==> config.mk <==
export PLATFORM = sky130hd
export DESIGN_NAME = main_bus_arbiter_flat
export DESIGN_NICKNAME = d
export VERILOG_FILES = /design/src/rtl/main_bus_arbiter_pkg.sv /design/src/rtl/main_bus_arbiter_if.sv /design/src/rtl/main_bus_arbiter_rr_picker.sv /design/src/rtl/main_bus_arbiter.sv /design/src/flat_wrapper.sv
export SDC_FILE = /design/constraint.sdc
export NUM_CORES = 1
export LEC_CHECK = 0
export ABC_AREA = 0
export CORE_MARGIN = 2
export CORE_UTILIZATION = 48
export DETAILED_ROUTE_END_ITERATION = 8
export PLACE_DENSITY = 0.74
export SLEW_MARGIN = 25
export SYNTH_ARGS = -nofsm -noshare
export SYNTH_HDL_FRONTEND = slang
export SYNTH_SLANG_ARGS = --single-unit
==> constraint.sdc <==
create_clock -name clk -period 1.9 [get_ports clk]
set_input_delay 0.38 -clock clk [delete_from_list [all_inputs] [get_ports clk]]
set_output_delay 0.38 -clock clk [all_outputs]
set_load 0.005 [all_outputs]
==> src/rtl/main_bus_arbiter_pkg.sv <==
// Shared main-bus definitions: arbiter state encoding and the burst length
// that the arbiter and memory controllers must agree on.
package mcDefs;
  typedef enum logic [1:0] {IDLE, GRANT, XFER, TURN} arb_state_t;
  localparam int BURST_LEN = 4;
endpackage

==> src/rtl/main_bus_arbiter_if.sv <==
// Main bus arbitration signals. Masters drive req/AddrValid; the arbiter
// returns grant and status.
interface main_bus_arbiter_if #(parameter int NUM_MASTERS = 4);
  localparam int IDW = $clog2(NUM_MASTERS);
  logic [NUM_MASTERS-1:0] req;
  logic                   AddrValid;
  logic [NUM_MASTERS-1:0] grant;
  logic [IDW-1:0]         gnt_id;
  logic                   busy;
  logic                   timeout;
  logic                   proto_err;

  modport master (output req, AddrValid,
                  input  grant, gnt_id, busy, timeout, proto_err);
  modport slave  (input  req, AddrValid,
                  output grant, gnt_id, busy, timeout, proto_err);
endinterface

==> src/rtl/main_bus_arbiter_rr_picker.sv <==
// Round-robin pick: first set req bit searching upward from last_id+1, wrapping.
module main_bus_arbiter_rr_picker #(
  parameter int NUM_MASTERS = 4,
  parameter int IDW         = $clog2(NUM_MASTERS)
) (
  input  logic [NUM_MASTERS-1:0] req,
  input  logic [IDW-1:0]         last_id,
  output logic                   vld,
  output logic [IDW-1:0]         id
);
  int             idx;
  logic [IDW-1:0] idx_w;

  // Scan farthest-first so the nearest candidate overwrites and wins.
  always_comb begin
    vld   = 1'b0;
    id    = last_id;
    idx   = 0;
    idx_w = '0;
    for (int i = NUM_MASTERS; i >= 1; i--) begin
      idx = int'(last_id) + i;
      if (idx >= NUM_MASTERS) idx = idx - NUM_MASTERS;
      idx_w = IDW'(idx);
      if (req[idx_w]) begin
        vld = 1'b1;
        id  = idx_w;
      end
    end
  end
endmodule

==> src/rtl/main_bus_arbiter.sv <==
// Round-robin main bus arbiter: grant -> address cycle -> burst -> one
// turnaround cycle; unused grants are revoked after TIMEOUT cycles.
module main_bus_arbiter #(
  parameter int NUM_MASTERS = 4,
  parameter int BURST_LEN   = mcDefs::BURST_LEN,
  parameter int TIMEOUT     = 8
) (
  input  logic               clk,
  input  logic               resetH,
  main_bus_arbiter_if.slave  bus
);
  import mcDefs::*;

  localparam int IDW = $clog2(NUM_MASTERS);
  localparam int WW  = $clog2(TIMEOUT);
  localparam int BW  = $clog2(BURST_LEN + 1);
  localparam logic [WW-1:0] WAIT_LAST  = WW'(TIMEOUT - 1);
  localparam logic [BW-1:0] BURST_LAST = BW'(BURST_LEN - 1);

  arb_state_t             state_q, state_d;
  logic [NUM_MASTERS-1:0] grant_q, grant_d;
  logic [IDW-1:0]         gnt_id_q, gnt_id_d;
  logic                   busy_q, busy_d;
  logic                   timeout_q, timeout_d;
  logic                   proto_err_q, proto_err_d;
  logic [WW-1:0]          wait_q, wait_d;
  logic [BW-1:0]          burst_q, burst_d;

  logic                   pick_vld;
  logic [IDW-1:0]         pick_id;

  main_bus_arbiter_rr_picker #(.NUM_MASTERS(NUM_MASTERS), .IDW(IDW)) u_pick (
    .req     (bus.req),
    .last_id (gnt_id_q),
    .vld     (pick_vld),
    .id      (pick_id)
  );

  always_comb begin
    state_d     = state_q;
    grant_d     = grant_q;
    gnt_id_d    = gnt_id_q;
    timeout_d   = 1'b0;
    proto_err_d = bus.AddrValid && (state_q != GRANT);
    wait_d      = wait_q;
    burst_d     = burst_q;
    case (state_q)
      IDLE, TURN: begin
        grant_d = '0;
        state_d = IDLE;
        if (pick_vld) begin
          state_d          = GRANT;
          grant_d[pick_id] = 1'b1;
          gnt_id_d         = pick_id;
        end
      end
      GRANT: begin
        wait_d = wait_q + WW'(1);
        // Address strobe beats both withdrawal and timeout in the same cycle.
        if (bus.AddrValid) begin
          state_d = XFER;
        end else if (!bus.req[gnt_id_q]) begin
          state_d = TURN;
          grant_d = '0;
        end else if (wait_q == WAIT_LAST) begin
          state_d   = TURN;
          grant_d   = '0;
          timeout_d = 1'b1;
        end
      end
      XFER: begin
        if (burst_q == BURST_LAST) begin
          state_d = TURN;
          grant_d = '0;
        end else begin
          burst_d = burst_q + BW'(1);
        end
      end
      default: state_d = IDLE;
    endcase
    if (state_d != state_q) begin
      wait_d  = '0;
      burst_d = '0;
    end
    busy_d = (state_d == GRANT) || (state_d == XFER);
  end

  always_ff @(posedge clk or posedge resetH) begin
    if (resetH) begin
      state_q     <= IDLE;
      grant_q     <= '0;
      gnt_id_q    <= IDW'(NUM_MASTERS - 1);
      busy_q      <= 1'b0;
      timeout_q   <= 1'b0;
      proto_err_q <= 1'b0;
      wait_q      <= '0;
      burst_q     <= '0;
    end else begin
      state_q     <= state_d;
      grant_q     <= grant_d;
      gnt_id_q    <= gnt_id_d;
      busy_q      <= busy_d;
      timeout_q   <= timeout_d;
      proto_err_q <= proto_err_d;
      wait_q      <= wait_d;
      burst_q     <= burst_d;
    end
  end

  assign bus.grant     = grant_q;
  assign bus.gnt_id    = gnt_id_q;
  assign bus.busy      = busy_q;
  assign bus.timeout   = timeout_q;
  assign bus.proto_err = proto_err_q;
endmodule

==> src/flat_wrapper.sv <==
// flat-port wrapper written by rule: the top's interface ports become plain ports
module main_bus_arbiter_flat import mcDefs::*;
#(
  parameter int NUM_MASTERS = 4,
  parameter int BURST_LEN   = mcDefs::BURST_LEN,
  parameter int TIMEOUT     = 8
)
  (clk, resetH, bus_req, bus_AddrValid, bus_grant, bus_gnt_id, bus_busy, bus_timeout, bus_proto_err);
  main_bus_arbiter_if #(.NUM_MASTERS(NUM_MASTERS)) bus_i ();
  input  logic clk;
  input  logic resetH;
  input wire logic [$bits(bus_i.req)-1:0] bus_req;
  input wire logic [$bits(bus_i.AddrValid)-1:0] bus_AddrValid;
  output wire logic [$bits(bus_i.grant)-1:0] bus_grant;
  output wire logic [$bits(bus_i.gnt_id)-1:0] bus_gnt_id;
  output wire logic [$bits(bus_i.busy)-1:0] bus_busy;
  output wire logic [$bits(bus_i.timeout)-1:0] bus_timeout;
  output wire logic [$bits(bus_i.proto_err)-1:0] bus_proto_err;
  assign bus_i.req = bus_req;
  assign bus_i.AddrValid = bus_AddrValid;
  assign bus_grant = bus_i.grant;
  assign bus_gnt_id = bus_i.gnt_id;
  assign bus_busy = bus_i.busy;
  assign bus_timeout = bus_i.timeout;
  assign bus_proto_err = bus_i.proto_err;
  main_bus_arbiter #(.NUM_MASTERS(NUM_MASTERS), .BURST_LEN(BURST_LEN), .TIMEOUT(TIMEOUT)) u_core (.clk(clk), .resetH(resetH), .bus(bus_i));
endmodule
After elaboration in Yosys (flattened, before gate mapping). Index checks and enable logic that the tools add are counted.

Mux-type cells: 45. $add $sub $neg: 10. $lt $le $gt $ge: 11. Reduce and logical (&&, ||, !) cells: 10. Eq/ne operators: 13.

Operators with widths (count): two-way mux 2 bit (12); two-way mux 4 bit (5); < comparator 2 x 3 -> 1 bit, second input constant (6); two-way mux 1 bit (15); two-way mux 3 bit (5); case mux 4 bit (3 select lines) (1); binary-select mux 1 bit (select 2 bit) (5); >= comparator 3 bit, second input constant (3); subtractor 2 x 1 -> 2 bit, second input constant (4); adder 2 x 2 -> 3 bit, second input constant (2); adder 3 x 1 -> 3 bit, second input constant (2); == test 2 bit, second input constant (3); case mux 2 bit (3 select lines) (1); adder 2 x 3 -> 4 bit, second input constant (1); == test 2 x 1 -> 1 bit, second input constant (2); >= comparator 4 x 3 -> 1 bit, second input constant (1); != test 2 x 1 -> 1 bit, second input constant (2); != test 2 bit, second input constant (2); AND reduction 2 bit (2); nonzero test 2 bit (2); adder 2 x 1 -> 3 bit, second input constant (1); == test 3 x 2 -> 1 bit, second input constant (1); == test 3 bit, second input constant (1); != test 3 bit, second input constant (1); 8 further kinds (9).

Logic and storage cells: 97. Output and inout port bits: 9. Register bits: 17. Input port bits: 7.

Longest topological paths before layout. Gate-level depths: netlist (run 1).

Depth in word-level cells: 15. Depth in mapped cells: 8. Gate-level depth less buffers: 7.

Modules after synthesis. A second synthesis (run 1) with hierarchy kept.

Cells, all modules: 102. Area total of the unflattened synthesis: 1114.8 µm².

By module, submodules not included: main_bus_arbiter (area each 1032.2 µm², times used 1, cells each 88, seq. area each 427.9 µm²); main_bus_arbiter_rr_picker (area each 82.6 µm², times used 1, cells each 14, seq. area each 0.0 µm²).

Worst setup path after synthesis (run 1). No wires, ideal clock.

Path type: flip-flop to flip-flop. Start point: register u_core.burst_q[0]. End point: register u_core.burst_q[2]. Clock period less this slack: 1.952 ns. Arrival: 1.832 ns. Data required time: 1.780 ns. Path buffers: 0. Path slack: -0.052 ns. Cell stages (with the launch flop): 8. Setup time: 0.120 ns. Cell sequence: dfrtp_1 > ha_1 > ha_1 > o21ai_0 > a21oi_1 > o22ai_2 > mux2_1 > and3_1.

Longest elaborated chain between the ends: 6. Elaborated cells on any way between the ends: 11. Those cells by class: add/sub: 1; eq/ne: 3; mux: 5; reduce/logical: 2.

RTL lines: start: declaration (line main_bus_arbiter.sv:27) `logic [BW-1:0] burst_q, burst_d;`; start signal: assignment (line main_bus_arbiter.sv:106) `burst_q <= burst_d;`; == test 3 x 2 -> 1 bit (line main_bus_arbiter.sv:72) `if (burst_q == BURST_LAST) begin`; two-way mux 2 bit (line main_bus_arbiter.sv:72); case mux 2 bit (3 select lines) (line main_bus_arbiter.sv:47) `case (state_q)`; != test 2 bit (line main_bus_arbiter.sv:81) `if (state_d != state_q) begin`; != test 2 bit (no line) or nonzero test 2 bit (tied branches); AND reduction 2 bit (no line).

Parallel ways exist; a longest one is shown, timed or not. The select of a mux whose other input is x is not followed. A chain may end at the register's enable or synchronous reset.

Worst setup path after layout (run 1).
Start point: register u_core.gnt_id_q[1] (netlist: u_core.bus.gnt_id[1]). End point: register u_core.burst_q[2].

Longest elaborated chain between the ends: 14. Elaborated cells on any way between the ends: 39. Those cells by class: add/sub: 8; order compare: 4; eq/ne: 2; mux: 23; reduce/logical: 2.

RTL lines: start: declaration (line main_bus_arbiter.sv:22) `logic [IDW-1:0] gnt_id_q, gnt_id_d;`; start signal: assignment (line main_bus_arbiter.sv:92) `gnt_id_q <= IDW'(NUM_MASTERS - 1);`; start signal: assignment (line main_bus_arbiter.sv:101) `gnt_id_q <= gnt_id_d;`; adder 2 x 3 -> 4 bit (line main_bus_arbiter_rr_picker.sv:21) `idx = int'(last_id) + i;`; >= comparator 4 x 3 -> 1 bit or subtractor 2 x 1 -> 2 bit (tied branches) (line main_bus_arbiter_rr_picker.sv:22) `if (idx >= NUM_MASTERS) idx = idx - NUM_MASTERS;`; two-way mux 2 bit (line main_bus_arbiter_rr_picker.sv:22); binary-select mux 1 bit (select 2 bit) (line main_bus_arbiter_rr_picker.sv:24) `if (req[idx_w]) begin`; two-way mux 1 bit (not written as such) (line main_bus_arbiter_rr_picker.sv:24); two-way mux 1 bit (4 in series) (line main_bus_arbiter_rr_picker.sv:24); two-way mux 1 bit (line main_bus_arbiter.sv:51) `if (pick_vld) begin`; case mux 2 bit (3 select lines) * (line main_bus_arbiter.sv:47); != test 2 bit * (line main_bus_arbiter.sv:81); != test 2 bit (no line) or nonzero test 2 bit (tied branches); AND reduction 2 bit (no line).

Mark *: on every way between the ends. The rest lies on a longest branch, timed or not. The select of a mux whose other input is x is not followed.

==> results of run 1 <==
## per-stage QoR
step | setup TNS, ns | util
floorplan | 0 | -
global placement | -3.34 | 0.653
detailed placement | -3.72 | 0.653
global route | -0.201 | 0.749
CTS | 0 | 0.683
finish | 0 | 0.749
## sequential cells by signal, indices dropped and copies added (netlist names)
name                  count
u_core.burst_q            3
u_core.bus.busy           1
u_core.bus.gnt_id         2
u_core.bus.grant          4
u_core.bus.proto_err      1
u_core.bus.timeout        1
u_core.state_q            2
u_core.wait_q             3
## synth_stat cells, drive strengths merged
| master | number |
|---|---|
| a2bb2oi | 1 |
| mux2i | 4 |
| a211oi | 1 |
| o22ai | 1 |
| o21a | 1 |
| and2b | 1 |
| dfrtp | 15 |
| dfstp | 2 |
| o31ai | 2 |
| mux2 | 6 |
| ha | 7 |
| inv | 8 |
| buf | 2 |
| and3 | 1 |
| a21oi | 6 |
| nor2 | 15 |
| clkbuf | 1 |
| nor2b | 3 |
| nor3b | 1 |
| or4 | 1 |
| xnor2 | 2 |
| a2111oi | 1 |
| nand2b | 4 |
| o41a | 1 |
| and3b | 1 |
| nand2 | 7 |
| a211o | 1 |
| o221ai | 1 |
| nor3 | 2 |
| o41ai | 1 |
| a21o | 1 |
| o21ai | 6 |
## worst max-delay path by stage
| stage | endpoint | cells after the start | slack (ns) | from |
|---|---|---|---|---|
| floorplan | u_core.bus.grant[0]$_DFFE_PP0P_ | 6 | 0.03 | u_core.bus.gnt_id[1]$_DFFE_PP1P_ |
| global placement | u_core.bus.grant[2]$_DFFE_PP0P_ | 7 | -0.31 | bus_req[3] |
| detailed placement | u_core.wait_q[2]$_DFFE_PP0P_ | 8 | -0.33 | bus_req[3] |
| CTS | u_core.bus.grant[2]$_DFFE_PP0P_ | 7 | 0.004 | u_core.state_q[0]$_DFF_PP0_ |
| global route | u_core.burst_q[2]$_DFFE_PP0P_ | 7 | -0.05 | u_core.wait_q[0]$_DFFE_PP0P_ |
| finish | u_core.burst_q[2]$_DFFE_PP0P_ | 6 | 0.03 | u_core.bus.gnt_id[1]$_DFFE_PP1P_ |
## layer usage
metal / share of wire / GRT usage
met5: 0 / 0
met3: 0.036 / 0.0600
met4: 0.0058 / 0.0513
met1: 0.41 / 0.248
met2: 0.54 / 0.373
## power breakdown
group | switching [mW] | total [mW] | internal [mW]
logic | 0.884 | 1.97 | 1.09
clock network | 0.123 | 0.203 | 0.0802
registers | 0.0942 | 0.590 | 0.496
total | 1.10 | 2.76 | 1.66
## critical path, stage by stage (launching register included)
cell and delay [ns]:
sky130_fd_sc_hd__dfstp_2 0.61, sky130_fd_sc_hd__mux2_4 0.34, sky130_fd_sc_hd__a2bb2oi_4 0.20, sky130_fd_sc_hd__buf_6 0.13
sky130_fd_sc_hd__o21ai_4 0.06, sky130_fd_sc_hd__mux2_4 0.27, sky130_fd_sc_hd__and3_4 0.16
## timing repair
action | CTS | global route
setup buffers | 2 | 5
resized for setup | 6 | 25
pin swaps | 0 | 11
setup endpoints to repair | 9 | 12
## final cells by class
type	count	area (µm²)	area share
sequential	17	428	0.258
clock buffer	3	22.5	0.0136
inverter	8	30.0	0.0181
timing repair buffer	43	378	0.228
clock inverter	1	7.51	0.00453
tap	28	35.0	0.0211
multi-input combinational	79	757	0.457
## cells by family after synthesis
logic type / Yosys count / share of synthesized area
XOR/XNOR: 2 / 0.0156
flip-flops: 17 / 0.381
AND/OR/NAND/NOR: 36 / 0.165
buffers and inverters: 11 / 0.0456
AO/OA/AOI/OAI: 24 / 0.192
adder cells (fa/ha/maj): 7 / 0.0779
multiplexers: 10 / 0.124
==> impl_table.tex, run 1 <==
\begin{tabular}{lr}
\hline
Metric & Value \\
\hline
\multicolumn{2}{l}{\textbf{Worst setup path}} \\
Crit-path max FO & 4 \\
R2R setup slack & roughly 0.027 ns \\
Critical Path RT & roughly 2.1 ns \\
Number of cells on the worst reg-to-reg path & 6 \\
Reg-to-reg startpoint & u\_core.bus.gnt\_id[1]\$\_DFFE\_PP1P\_ \\
Classification of the worst setup path & flop to flop \\
Element type at the critical path end & flop \\
Arrival @ worst endpoint & between 2 and 2.5 ns \\
Endpoint of the worst register-to-register path & u\_core.burst\_q[2]\$\_DFFE\_PP0P\_ \\
Critical path startpoint category & flop \\
\multicolumn{2}{l}{\textbf{Placed design}} \\
Number of placed cells counting well taps & 168 \\
RePlAce Congestion & 0.810 \\
Dpl ws & -0.332 ns \\
IO buf count & 15 \\
Post-detailed-placement cell area & around 0.0014 mm² \\
HPWL Detailed & about 1.9 mm \\
\multicolumn{2}{l}{\textbf{Clocking}} \\
Number of hold-repair buffers added at the cts stage & 0 \\
Clock insertion delay at the later pin of the skew report & approximately 0.3 ns \\
CTS tree & built \\
CTS Root Cell & sky130\_fd\_sc\_hd\_\_clkbuf\_4 \\
CTS buffer count & 3 \\
\# H-tree levels & 1 \\
Clock net sink count & 17 \\
Clock slew at reported path FFs & about 0.1 ns \\
Clock tree buffer depth & 2 \\
\multicolumn{2}{l}{\textbf{Finish}} \\
Count of non-filler cells in the finished layout & 179 \\
Commonest cells after routing, fill and taps aside & sky130\_fd\_sc\_hd\_\_buf\_4 (25), sky130\_fd\_sc\_hd\_\_dfrtp\_1 (15), sky130\_fd\_sc\_hd\_\_nor2\_1 (11), sky130\_fd\_sc\_hd\_\_clkdlybuf4s50\_1 (11), sky130\_fd\_sc\_hd\_\_inv\_1 (8) \\
ANT cells & 0 \\
Most common library cell in the layout ignoring fill and taps & sky130\_fd\_sc\_hd\_\_buf\_4 \\
Synth-to-layout area growth & 47.6\% \\
Number of fill cells in the layout & 150 \\
Total number of nets in the final design & approximately 170 \\
Layout cell share with drive strength beyond 1 & 0.444 \\
Final standard cell area without fillers & 0.00166 mm² \\
\multicolumn{2}{l}{\textbf{GRT}} \\
Number of global-route vias before repair & between 900 and 1,000 \\
Antenna violations before repair & 0 \\
Total gr overflow & 0 \\
First-pass GRT wire length & about 4.2 mm \\
Maximum number of pins on one net before global-route repair & 18 \\
Aggregate global-route resource usage & 0.210 \\
\multicolumn{2}{l}{\textbf{STA}} \\
Unrepaired setup endpoints after global routing & true \\
Layout Skew & roughly 0.00075 ns \\
Number of endpoints with negative hold slack in the final report & 0 \\
Setup violators final & 0 \\
Final clock period utilization by the worst path & 0.986 \\
Slack of the critical path & about 0.027 ns \\
Post-route minimum period & between 1.5 and 2 ns \\
Slew Limit Fails & 0 \\
Tightest hold margin & around 0.47 ns \\
Slew margin rel. & 0.573 \\
Maximum clock rate & 0.534 GHz \\
Slew @ Worst Pin & approximately 0.64 ns \\
\multicolumn{2}{l}{\textbf{Flow run}} \\
Number of max-cap violations & 0 \\
\multicolumn{2}{l}{\textbf{Floorplan}} \\
Area of the core & 0.00221 mm² \\
IO Count & 16 \\
Chip height & between 50 and 60 µm \\
Die outline width & 52.4 µm \\
Area of the die & approximately 0.0027 mm² \\
Initial standard-cell utilization of the core & 0.508 \\
Number of rows created at floorplan & 17 \\
\multicolumn{2}{l}{\textbf{Synthesis}} \\
Gate count of the mapped netlist & 107 \\
Average size of a mapped cell & $\sim$11 µm² \\
Area of the mapped netlist & around 0.0011 mm² \\
Total number of yosys warnings & 0 \\
Top cells by area in the synthesized netlist & sky130\_fd\_sc\_hd\_\_dfrtp\_1 (33\%), sky130\_fd\_sc\_hd\_\_ha\_1 (7.8\%), sky130\_fd\_sc\_hd\_\_mux2\_4 (6.7\%) \\
Dominant cell type by area after synthesis & sky130\_fd\_sc\_hd\_\_dfrtp\_1 \\
Number of flip-flops and latches in the synthesized netlist & 17 \\
Number of distinct standard cells referenced by the synthesized netlist & 38 \\
Sequential element share of the synthesized area & 0.381 \\
Area share of the leading cell type in the synthesized netlist & 0.334 \\
Number of nets in the synthesized netlist & 121 \\
\multicolumn{2}{l}{\textbf{Routing}} \\
Number of remaining DRC errors & 0 \\
Detailed-router iteration count before antenna repair & 4 \\
Number of antenna-violating nets in the routed design & 0 \\
Number of DRC markers in iteration 0 & 10 \\
Via count & around 960 \\
Vias per Instance & between 5 and 6 \\
Final wirelength & approximately 2.8 mm \\
Post-detailed-route wirelength per cell & $\sim$15 µm \\
\multicolumn{2}{l}{\textbf{Run status}} \\
Result of the run & finished clean \\
\multicolumn{2}{l}{\textbf{Power}} \\
Static power due to leakage & approximately 0.76 nW \\
Worst vdd ir & about 1.2 mV \\
Areal power density over the cells & $\sim$1700 mW/mm² \\
Total power draw & 2.76 mW \\
\multicolumn{2}{l}{\textbf{Min path}} \\
Hold Path Class & primary input to asynchronous set/reset pin \\
\hline
\end{tabular}
Power figures use the tool's default switching activity.
==> run 2, diff against run 1 <==
--- a/config.mk
+++ b/config.mk
@@ -6,10 +6,11 @@
 export NUM_CORES = 1
 export LEC_CHECK = 0
 export ABC_AREA = 0
-export CORE_MARGIN = 2
-export CORE_UTILIZATION = 48
+export CORE_MARGIN = 5
+export CORE_UTILIZATION = 55
 export DETAILED_ROUTE_END_ITERATION = 8
-export PLACE_DENSITY = 0.74
+export DONT_BUFFER_PORTS = 1
+export PLACE_DENSITY = 0.73
 export SLEW_MARGIN = 25
 export SYNTH_ARGS = -nofsm -noshare
 export SYNTH_HDL_FRONTEND = slang
==> impl_table.tex, run 2 (same netlist as run 1, synthesis figures left out) <==
\begin{tabular}{lr}
\hline
Metric & Value \\
\hline
\multicolumn{2}{l}{\textbf{STA}} \\
Final clock period utilization by the worst path & 0.982 \\
Total negative slack & 0 ns \\
Maximum clock rate & roughly 0.54 GHz \\
Setup violators final & 0 \\
Slew Limit Fails & 0 \\
Slew @ Worst Pin & approximately 0.63 ns \\
Post-route minimum period & 1.87 ns \\
Number of endpoints with negative hold slack in the final report & 0 \\
Layout Skew & 0.00420 ns \\
Slew margin rel. & 0.580 \\
Unrepaired setup endpoints after global routing & true \\
\multicolumn{2}{l}{\textbf{Finish}} \\
Synth-to-layout area growth & 15.4\% \\
Total number of nets in the final design & 138 \\
Largest register FFs & 4 \\
Final standard cell area without fillers & roughly 0.0013 mm² \\
Commonest cells after routing, fill and taps aside & sky130\_fd\_sc\_hd\_\_buf\_4 (15), sky130\_fd\_sc\_hd\_\_dfrtp\_1 (15), sky130\_fd\_sc\_hd\_\_nor2\_1 (14) \\
ANT cells & 0 \\
Layout cell share with drive strength beyond 1 & 0.333 \\
\multicolumn{2}{l}{\textbf{GRT}} \\
Total gr overflow & 0 \\
First-pass GRT wire length & around 3.8 mm \\
Aggregate global-route resource usage & 0.156 \\
Maximum number of pins on one net before global-route repair & 18 \\
Antenna violations before repair & 0 \\
Number of global-route vias before repair & roughly 840 \\
\multicolumn{2}{l}{\textbf{Worst setup path}} \\
Most common cell type on the critical path & sky130\_fd\_sc\_hd\_\_mux2\_4 \\
Cell type group with the largest total delay on the critical path & multiplexers \\
Slowest cell on the critical path & sky130\_fd\_sc\_hd\_\_dfstp\_2 \\
Cells traversed along the worst timing path & mux2\_4 -> a2bb2oi\_4 -> nand2\_2 -> a21o\_4 -> mux2\_4 \\
Number of cells on the worst reg-to-reg path & 5 \\
Arrival @ worst endpoint & 2.06 ns \\
Element type at the critical path end & flop \\
Classification of the worst setup path & flop to flop \\
Reg-to-reg startpoint & u\_core.bus.gnt\_id[1]\$\_DFFE\_PP1P\_ \\
Endpoint of the worst register-to-register path & u\_core.bus.grant[3]\$\_DFFE\_PP0P\_ \\
CP peak stage delay & around 0.60 ns \\
Count of buffering cells on the critical path with inverters included & 0 \\
Critical path startpoint category & flop \\
Critical Path RT & between 2 and 2.5 ns \\
Crit-path max FO & 4 \\
R2R setup slack & 0.03 ns \\
\multicolumn{2}{l}{\textbf{Routing}} \\
Post-detailed-route wirelength per cell & 14.4 µm \\
Detailed-router iteration count before antenna repair & 4 \\
Final wirelength & $\sim$2.2 mm \\
Number of remaining DRC errors & 0 \\
Via count & around 800 \\
Number of DRC markers in iteration 0 & 13 \\
Vias per Instance & $\sim$5.5 \\
Number of antenna-violating nets in the routed design & 0 \\
\multicolumn{2}{l}{\textbf{Floorplan}} \\
Initial standard-cell utilization of the core & 0.573 \\
Number of rows created at floorplan & 16 \\
Die outline width & $\sim$55 µm \\
Area of the die & 0.00305 mm² \\
Chip height & roughly 55 µm \\
Area of the core & a little under 0.002 mm² \\
IO Count & 16 \\
\multicolumn{2}{l}{\textbf{Clocking}} \\
\# H-tree levels & 1 \\
CTS buffer count & 3 \\
Clock insertion delay at the later pin of the skew report & around 0.30 ns \\
Clock slew at reported path FFs & roughly 0.11 ns \\
Clock net sink count & 17 \\
Clock tree buffer depth & 2 \\
CTS Root Cell & sky130\_fd\_sc\_hd\_\_clkbuf\_4 \\
Number of hold-repair buffers added at the cts stage & 0 \\
CTS tree & built \\
\multicolumn{2}{l}{\textbf{Power}} \\
Worst vdd ir & $\sim$0.84 mV \\
Total power draw & 2.20 mW \\
Static power due to leakage & between 0.6 and 0.7 nW \\
Areal power density over the cells & about 1700 mW/mm² \\
\multicolumn{2}{l}{\textbf{Placed design}} \\
HPWL Detailed & roughly 1.7 mm \\
RePlAce Congestion & around 0.84 \\
Post-detailed-placement cell area & 0.00124 mm² \\
IO buf count & 0 \\
\multicolumn{2}{l}{\textbf{Flow run}} \\
Number of max-cap violations & 0 \\
\multicolumn{2}{l}{\textbf{Min path}} \\
Hold Path Class & primary input to asynchronous set/reset pin \\
\multicolumn{2}{l}{\textbf{Run status}} \\
Result of the run & finished clean \\
\hline
\end{tabular}
[run 2: worst max-delay path by stage]
stage	start	endpoint	slack [ns]	depth (start not counted)
global placement	u_core.state_q[1]$_DFF_PP0_	u_core.wait_q[2]$_DFFE_PP0P_	0.04	6
floorplan	u_core.bus.gnt_id[1]$_DFFE_PP1P_	u_core.bus.grant[0]$_DFFE_PP0P_	0.03	6
detailed placement	u_core.wait_q[0]$_DFFE_PP0P_	u_core.burst_q[2]$_DFFE_PP0P_	0.03	7
finish	u_core.bus.gnt_id[1]$_DFFE_PP1P_	u_core.bus.grant[3]$_DFFE_PP0P_	0.03	5
global route	u_core.wait_q[0]$_DFFE_PP0P_	u_core.burst_q[2]$_DFFE_PP0P_	-0.06	7
CTS	u_core.burst_q[0]$_DFFE_PP0P_	u_core.burst_q[2]$_DFFE_PP0P_	0.003	7
[run 2: where the power goes]
group	switching (mW)	leakage (nW)	internal, mW
registers	0.113	0.220	0.496
logic	0.653	0.373	0.735
clock network	0.125	0.0177	0.0785
[run 2: per-stage QoR]
step | hold WS, ns | utilization | worst slack, ns | instances
3_5_place_dp | 0.392 | 0.633 | 0.0280 | 145
6_report | 0.0354 | 0.661 | 0.0335 | 150
2_1_floorplan | 0.305 | - | 0.0274 | 107
4_1_cts | 0.0608 | 0.647 | 0.00263 | 149
5_1_grt | 0.0912 | 0.661 | -0.0620 | 150
3_3_place_gp | 0.385 | 0.633 | 0.0442 | 145
[run 2: final cells by class]
| type | instances | area (µm²) |
|---|---|---|
| multi-input combinational | 79 | 664 |
| fill | 158 | 666 |
| inverter | 8 | 30.0 |
| timing repair buffer | 15 | 113 |
| clock buffer | 3 | 22.5 |
| tap | 27 | 33.8 |
| clock inverter | 1 | 5.00 |
| sequential | 17 | 428 |
[run 2: repair_timing]
item                       CTS  global route
setup buffers                0             1
gates resized for setup      0             5
setup endpoints to repair    0            10
[run 2: routing by layer]
layer / vias to the layer above / track usage / share of wire
li1: 407 / - / -
met1: 389 / 0.184 / 0.42
met2: 19 / 0.275 / 0.51
met3: 4 / 0.0303 / 0.049
met4: 0 / 0.0625 / 0.016
met5: - / 0 / 0
